--- config.mk ---
export PLATFORM = sky130hd
export DESIGN_NAME = tetris_cmd_arbiter
export DESIGN_NICKNAME = d
export VERILOG_FILES = /design/src/rtl/tetris_pkg.sv /design/src/rtl/rr_arbiter.sv /design/src/rtl/tetris_cmd_arbiter.sv
export SDC_FILE = /design/constraint.sdc
export NUM_CORES = 1
export LEC_CHECK = 0
export ABC_CLOCK_PERIOD_IN_PS = 2900
export CAP_MARGIN = 20
export CORE_MARGIN = 2
export CORE_UTILIZATION = 44
export CTS_BUF_LIST = sky130_fd_sc_hd__clkbuf_4
export DETAILED_ROUTE_END_ITERATION = 12
export GPL_TIMING_DRIVEN = 0
export MAX_ROUTING_LAYER = met4
export PLACE_DENSITY = 0.92
export SYNTH_ARGS = -nofsm -noshare
export SYNTH_HDL_FRONTEND = slang
export SYNTH_SLANG_ARGS = --single-unit
--- constraint.sdc ---
create_clock -name clk -period 2.9 [get_ports clk]
set_input_delay 0.58 -clock clk [delete_from_list [all_inputs] [get_ports clk]]
set_output_delay 0.58 -clock clk [all_outputs]
set_load 0.02 [all_outputs]
--- src/rtl/tetris_pkg.sv ---
// Shared register map, FSM state type and guard classification for the Tetris command arbiter.
package tetris_pkg;

   localparam logic [7:0] REG_BLOCK  = 8'd0;
   localparam logic [7:0] REG_DELROW = 8'd1;
   localparam logic [7:0] REG_SCORE  = 8'd2;
   localparam logic [7:0] REG_NEXT   = 8'd3;
   localparam logic [7:0] REG_SPEED  = 8'd4;
   localparam logic [7:0] REG_RESET  = 8'd5;
   localparam logic [7:0] REG_PAUSE  = 8'd6;

   localparam int unsigned GUARD_CNT_W = 3;

   typedef enum logic [1:0] {
      IDLE  = 2'd0,
      ISSUE = 2'd1,
      GUARD = 2'd2
   } state_t;

   // Writes whose side effect the peripheral applies one cycle late.
   function automatic logic is_guarded(input logic [7:0] addr);
      return (addr == REG_BLOCK) || (addr == REG_DELROW) || (addr == REG_RESET);
   endfunction

endpackage

--- src/rtl/rr_arbiter.sv ---
// Combinational round-robin picker: first requester at or after i_ptr, wrapping.
module rr_arbiter #(
   parameter int unsigned NUM_REQ = 3,
   parameter int unsigned PTR_W   = $clog2(NUM_REQ)
) (
   input  logic [NUM_REQ-1:0] i_req,
   input  logic [PTR_W-1:0]   i_ptr,
   output logic [NUM_REQ-1:0] o_grant_c,
   output logic [PTR_W-1:0]   o_grant_idx_c,
   output logic               o_any_c
);

   logic [PTR_W-1:0] w_idx;

   function automatic logic [PTR_W-1:0] wrap_idx(input logic [PTR_W-1:0] base,
                                                 input int unsigned      off);
      int unsigned v;
      v = 32'(base) + off;
      if (v >= NUM_REQ) v = v - NUM_REQ;
      return PTR_W'(v);
   endfunction

   always_comb begin
      o_grant_c     = '0;
      o_grant_idx_c = '0;
      o_any_c       = 1'b0;
      w_idx         = '0;
      for (int unsigned off = 0; off < NUM_REQ; off++) begin
         w_idx = wrap_idx(i_ptr, off);
         if (!o_any_c && i_req[w_idx]) begin
            o_any_c          = 1'b1;
            o_grant_idx_c    = w_idx;
            o_grant_c[w_idx] = 1'b1;
         end
      end
   end

endmodule

--- src/rtl/tetris_cmd_arbiter.sv ---
// Shares the peripheral register-write port among NUM_REQ sources with guard gaps.
// Optional macro TETRIS_ARB_STRICT0_EN gives requester 0 strict priority.
module tetris_cmd_arbiter
   import tetris_pkg::*;
#(
   parameter int unsigned NUM_REQ      = 3,
   parameter int unsigned ADDR_W       = 3,
   parameter int unsigned DATA_W       = 16,
   parameter int unsigned GUARD_CYCLES = 1
) (
   input  logic                          clk,
   input  logic                          reset,
   input  logic [NUM_REQ-1:0]            req_valid,
   output logic [NUM_REQ-1:0]            req_ready,
   input  logic [NUM_REQ*ADDR_W-1:0]     req_addr,
   input  logic [NUM_REQ*DATA_W-1:0]     req_data,
   output logic                          av_chipselect,
   output logic                          av_write,
   output logic [ADDR_W-1:0]             av_address,
   output logic [DATA_W-1:0]             av_writedata,
   output logic [$clog2(NUM_REQ)-1:0]    grant_id,
   output logic                          busy
);

   localparam int unsigned ID_W = $clog2(NUM_REQ);

   state_t                 r_state, w_state_nxt;
   logic [GUARD_CNT_W-1:0] r_cnt, w_cnt_nxt;
   logic [ID_W-1:0]        r_ptr, r_gid, w_gidx, w_rr_idx, w_ptr_inc;
   logic [ADDR_W-1:0]      r_addr, w_sel_addr;
   logic [DATA_W-1:0]      r_data, w_sel_data;
   logic                   r_av_cs, r_busy;
   logic                   w_grant_en, w_any, w_ptr_upd;
   logic [NUM_REQ-1:0]     w_grant, w_rr_grant;

   rr_arbiter #(
      .NUM_REQ (NUM_REQ),
      .PTR_W   (ID_W)
   ) u_rr (
      .i_req         (req_valid),
      .i_ptr         (r_ptr),
      .o_grant_c     (w_rr_grant),
      .o_grant_idx_c (w_rr_idx),
      .o_any_c       (w_any)
   );

`ifdef TETRIS_ARB_STRICT0_EN
   // Requester 0 overrides the rotation and leaves the pointer untouched.
   always_comb begin
      w_grant   = w_rr_grant;
      w_gidx    = w_rr_idx;
      w_ptr_upd = 1'b1;
      if (req_valid[0]) begin
         w_grant   = NUM_REQ'(1);
         w_gidx    = '0;
         w_ptr_upd = 1'b0;
      end
   end
`else
   assign w_grant   = w_rr_grant;
   assign w_gidx    = w_rr_idx;
   assign w_ptr_upd = 1'b1;
`endif

   // Payload mux for the granted requester.
   always_comb begin
      w_sel_addr = '0;
      w_sel_data = '0;
      for (int i = 0; i < NUM_REQ; i++) begin
         if (w_grant[i]) begin
            w_sel_addr = req_addr[i*ADDR_W +: ADDR_W];
            w_sel_data = req_data[i*DATA_W +: DATA_W];
         end
      end
   end

   assign w_ptr_inc = (w_gidx == ID_W'(NUM_REQ - 1)) ? '0 : w_gidx + ID_W'(1);

   // Next state; a one-cycle guard is fully covered by the IDLE re-grant cycle.
   always_comb begin
      w_state_nxt = r_state;
      w_cnt_nxt   = r_cnt;
      w_grant_en  = 1'b0;
      case (r_state)
         IDLE: begin
            if (w_any) begin
               w_grant_en  = 1'b1;
               w_state_nxt = ISSUE;
            end
         end
         ISSUE: begin
            if (is_guarded(8'(r_addr))) begin
               if (GUARD_CYCLES > 1) begin
                  w_state_nxt = GUARD;
                  w_cnt_nxt   = GUARD_CNT_W'(GUARD_CYCLES);
               end else begin
                  w_state_nxt = IDLE;
               end
            end else if (w_any) begin
               w_grant_en  = 1'b1;
               w_state_nxt = ISSUE;
            end else begin
               w_state_nxt = IDLE;
            end
         end
         GUARD: begin
            w_cnt_nxt = r_cnt - GUARD_CNT_W'(1);
            if (r_cnt <= GUARD_CNT_W'(2)) w_state_nxt = IDLE;
         end
         default: w_state_nxt = IDLE;
      endcase
   end

   always_ff @(posedge clk) begin
      if (reset) begin
         r_state <= IDLE;
         r_cnt   <= '0;
         r_ptr   <= '0;
         r_addr  <= '0;
         r_data  <= '0;
         r_gid   <= '0;
         r_av_cs <= 1'b0;
         r_busy  <= 1'b0;
      end else begin
         r_state <= w_state_nxt;
         r_cnt   <= w_cnt_nxt;
         r_av_cs <= w_grant_en;
         r_busy  <= (w_state_nxt != IDLE);
         if (w_grant_en) begin
            r_addr <= w_sel_addr;
            r_data <= w_sel_data;
            r_gid  <= w_gidx;
            if (w_ptr_upd) r_ptr <= w_ptr_inc;
         end
      end
   end

   assign req_ready     = (w_grant_en && !reset) ? w_grant : '0;
   assign av_chipselect = r_av_cs;
   assign av_write      = r_av_cs;
   assign av_address    = r_addr;
   assign av_writedata  = r_data;
   assign grant_id      = r_gid;
   assign busy          = r_busy;

endmodule
==> results.yml <==
drt:
  vias: 2258
  drt_iter0_drc: 236
  wl_per_cell_um: 16.8
  firstDrtPassIters: 4
  drcViolationCount: 0
  antenna_left: 0
  wirelength_mm: 6.59
  viasPerCell: 5.75
place:
  port_buffers: 87
  hpwl_mm: 4.69
  dpl_cell_area_um2: 3020
  place.gp.congestion: 0.850
setup_path:
  path_max_fanout: 10
  path_cells: "inv_2 -> ha_4 -> buf_2 -> buf_4 -> nor3b_2 -> o2111ai_2 -> and2_4 -> buf_6 -> nor2b_1 -> buf_4"
  crit_path_end_kind: "output port"
  critical_path_arrival_ns: 2.27
  critical_path.most_common_cell: "buf_4"
  start_kind: "flip-flop"
  cp_data_required_time_ns: 2.32
  critical_path_class: "reg -> out"
  slowest_delay_ns: 0.37
  slowest_stage: "dfxtp_2"
timing:
  maxSlewViolCount: 0
  clock_skew_ns: 0.0132
  relSlewSlack: 0.470
  fmax_ghz: 0.351
  hold_violations: 0
  worstMarginPinSlew_ns: 0.794
  finalCriticalPeriod_ns: 2.85
  timing.final.setup_violations: 0
  finalCritPeriodShare: 0.981
synth:
  synth_area_um2: 2080
  yosysTopAreaCell: "dfxtp_1"
  synthCells: 227
  synth-seq-cells: 30
  ys_types: 45
  synth_common_cells: "dfxtp_1 (30), nand2b_1 (19), a311oi_1 (17)"
  syn_avg_cell_area_um2: 9.18
  yosysSeqAreaShare: 0.288
  ys_warn_count: 0
  yosysMostFrequentCell: "dfxtp_1"
  async_reset_ff_frac: 0
  synthFlopType: "dfxtp_1"
  synth_top_area_frac: 0.288
  synthTopCellsByArea: "dfxtp_1 (29%), a311oi_1 (7.1%), o32ai_1 (6.7%)"
  synth-edff-count: 0
  synth.net_count: 295
clock_tree:
  tritoncts.num_buffers: 5
  clk_pin_slew_ns: 0.10
  clkSinkCount: 30
  cts_root_buf: "clkbuf_4"
  hold_buffers: 0
  tritoncts: "done"
  cts_buffer_depth: 2
  htree_levels: 2
  clk_latency_ns: 0.35
pwr:
  vdd_drop_max_mv: 0.452
  swShare: 0.449
  power.density_nw_per_um2: 945
  p_int_mw: 1.69
  combPwrFrac: 0.726
  p_seq_frac: 0.193
  total_switching_power_mw: 1.38
  power.leakage_nw: 1.14
  clkPwrFrac: 0.081
  power.total_mw: 3.08
grt:
  grt_pass1_vias: 2205
  grt_max_degree: 11
  antenna_found_initial: 0
  grt_usage: 0.258
  grt_pass1_wl_mm: 10.4
  overflow: 0
cells_and_area:
  diodes: 0
  area_growth_pct: 56.2
  final_area_um2: 3250
  drive_above_1_share: 0.239
  fin_nets: 406
floorplan:
  die_area_um2: 5300
  io_pins: 89
  rows: 25
  dieWidth_um: 72.8
  initial_utilization: 0.450
  die_h_um: 72.8
  fp.coreArea_um2: 4630
status:
  status: "completed"
flow_run:
  max_cap_violations: 0
min_path:
  hp-class: "reg -> reg"
[sequential cells by signal, summed over array words and instances (netlist names)]
register and count:
av_writedata 16, av_address 3, r_cnt 3, grant_id 2, r_ptr 2, r_state 2, av_chipselect 1, busy 1
[cell type report]
| type | count | area [um^2] |
|---|---|---|
| repair buffers | 104 | 985 |
| well taps | 54 | 67.6 |
| inverters | 8 | 30.0 |
| plain buffers | 23 | 169 |
| multi-input cells | 166 | 1340 |
| flip-flops and latches | 30 | 606 |
| clock buffers | 6 | 45.0 |
| clock inverters | 2 | 8.76 |
| fillers | 349 | 1380 |
[power by group through the flow]
stage / Sequential, mW / Combinational (mW) / Clock [mW]
3_3_place_gp: 0.593 / 1.87 / 0
4_1_cts: 0.590 / 2.05 / 0.252
5_1_grt: 0.607 / 2.40 / 0.276
6_report: 0.593 / 2.23 / 0.250
3_5_place_dp: 0.595 / 1.92 / 0
2_1_floorplan: 0.692 / 1.24 / 0
[cells by family after synthesis]
family          count (synthesis)  share of synthesized area
simple gates                   54                      0.168
flops                          30                      0.288
mux                             3                     0.0144
compound gates                101                      0.393
xor+xnor                        2                    0.00841
buf+inv                        31                     0.0913
fa+ha+maj                       6                     0.0360
[placed cells by master (no fill, tap or decap), drive strengths merged, types with 2 or more instances in the layout]
| cell | synthesis | final |
|---|---|---|
| and2 | 4 | 4 |
| clkdlybuf4s50 | 0 | 81 |
| nand2b | 19 | 19 |
| a21oi | 8 | 8 |
| a311oi | 19 | 19 |
| mux2i | 3 | 3 |
| o21a | 4 | 4 |
| nor3b | 3 | 3 |
| nand2 | 4 | 4 |
| ha | 6 | 6 |
| o32ai | 18 | 18 |
| buf | 16 | 36 |
| a211oi | 3 | 3 |
| nand3b | 3 | 3 |
| a21boi | 19 | 19 |
| clkbuf | 7 | 13 |
| nor2b | 6 | 6 |
| dlygate4sd2 | 0 | 3 |
| inv | 8 | 8 |
| nor3 | 2 | 2 |
| nor4 | 2 | 2 |
| nor2 | 7 | 7 |
| o21ai | 26 | 26 |
| dfxtp | 30 | 30 |
| clkinv | 0 | 2 |
[worst max-delay path: cells and delay by family, from the launching register on]
kind / cells / cell delay (ns)
flip-flops: 1 / 0.37
adder cells (fa/ha/maj): 1 / 0.24
AND/OR/NAND/NOR: 3 / 0.51
AO/OA/AOI/OAI: 1 / 0.17
buffers and inverters: 5 / 0.63
[layer usage]
metal  vias to the layer above  global-route usage  wire, um
li1                       1078                   -         -
met1                      1073               0.327      2860
met2                        95               0.407      3300
met3                        12              0.0497       345
met4                         0              0.0967        92
met5                         -                   -         0
[through the flow]
| stage | instances | utilization | setup WS [ns] | TNS, ns | hold WS, ns |
|---|---|---|---|---|---|
| after floorplan | 227 | - | 0.379 | 0 | 0.480 |
| after global placement | 368 | 0.653 | -0.587 | -1.72 | 0.451 |
| after detailed placement | 368 | 0.653 | -0.670 | -1.86 | 0.469 |
| after CTS | 383 | 0.682 | 0.00237 | 0 | 0.492 |
| after global routing | 393 | 0.703 | -0.0599 | -0.0782 | 0.523 |
| final | 393 | 0.703 | 0.0541 | 0 | 0.491 |
[what timing repair did]
item | in CTS | in global routing
resized for setup | 30 | 7
cloned | 1 | 0
hold endpoints to repair | 0 | 0
setup buffers | 6 | 10
pin swaps | 5 | 6
endpoints found under the setup margin | 3 | 3
[final timing paths]
path,startpoint,endpoint,slack [ns],depth (start not counted)
setup / recovery,r_ptr[0]$_SDFFE_PP0P_,req_ready[1],0.05,10
hold / removal,grant_id[0]$_SDFFE_PP0P_,grant_id[0]$_SDFFE_PP0P_,0.49,1
setup reg to reg,r_ptr[1]$_SDFFE_PP0P_,av_writedata[13]$_SDFFE_PP0P_,0.43,10
hold reg to reg,grant_id[0]$_SDFFE_PP0P_,grant_id[0]$_SDFFE_PP0P_,0.49,1
No activity file was read; power rests on OpenSTA's default activity.
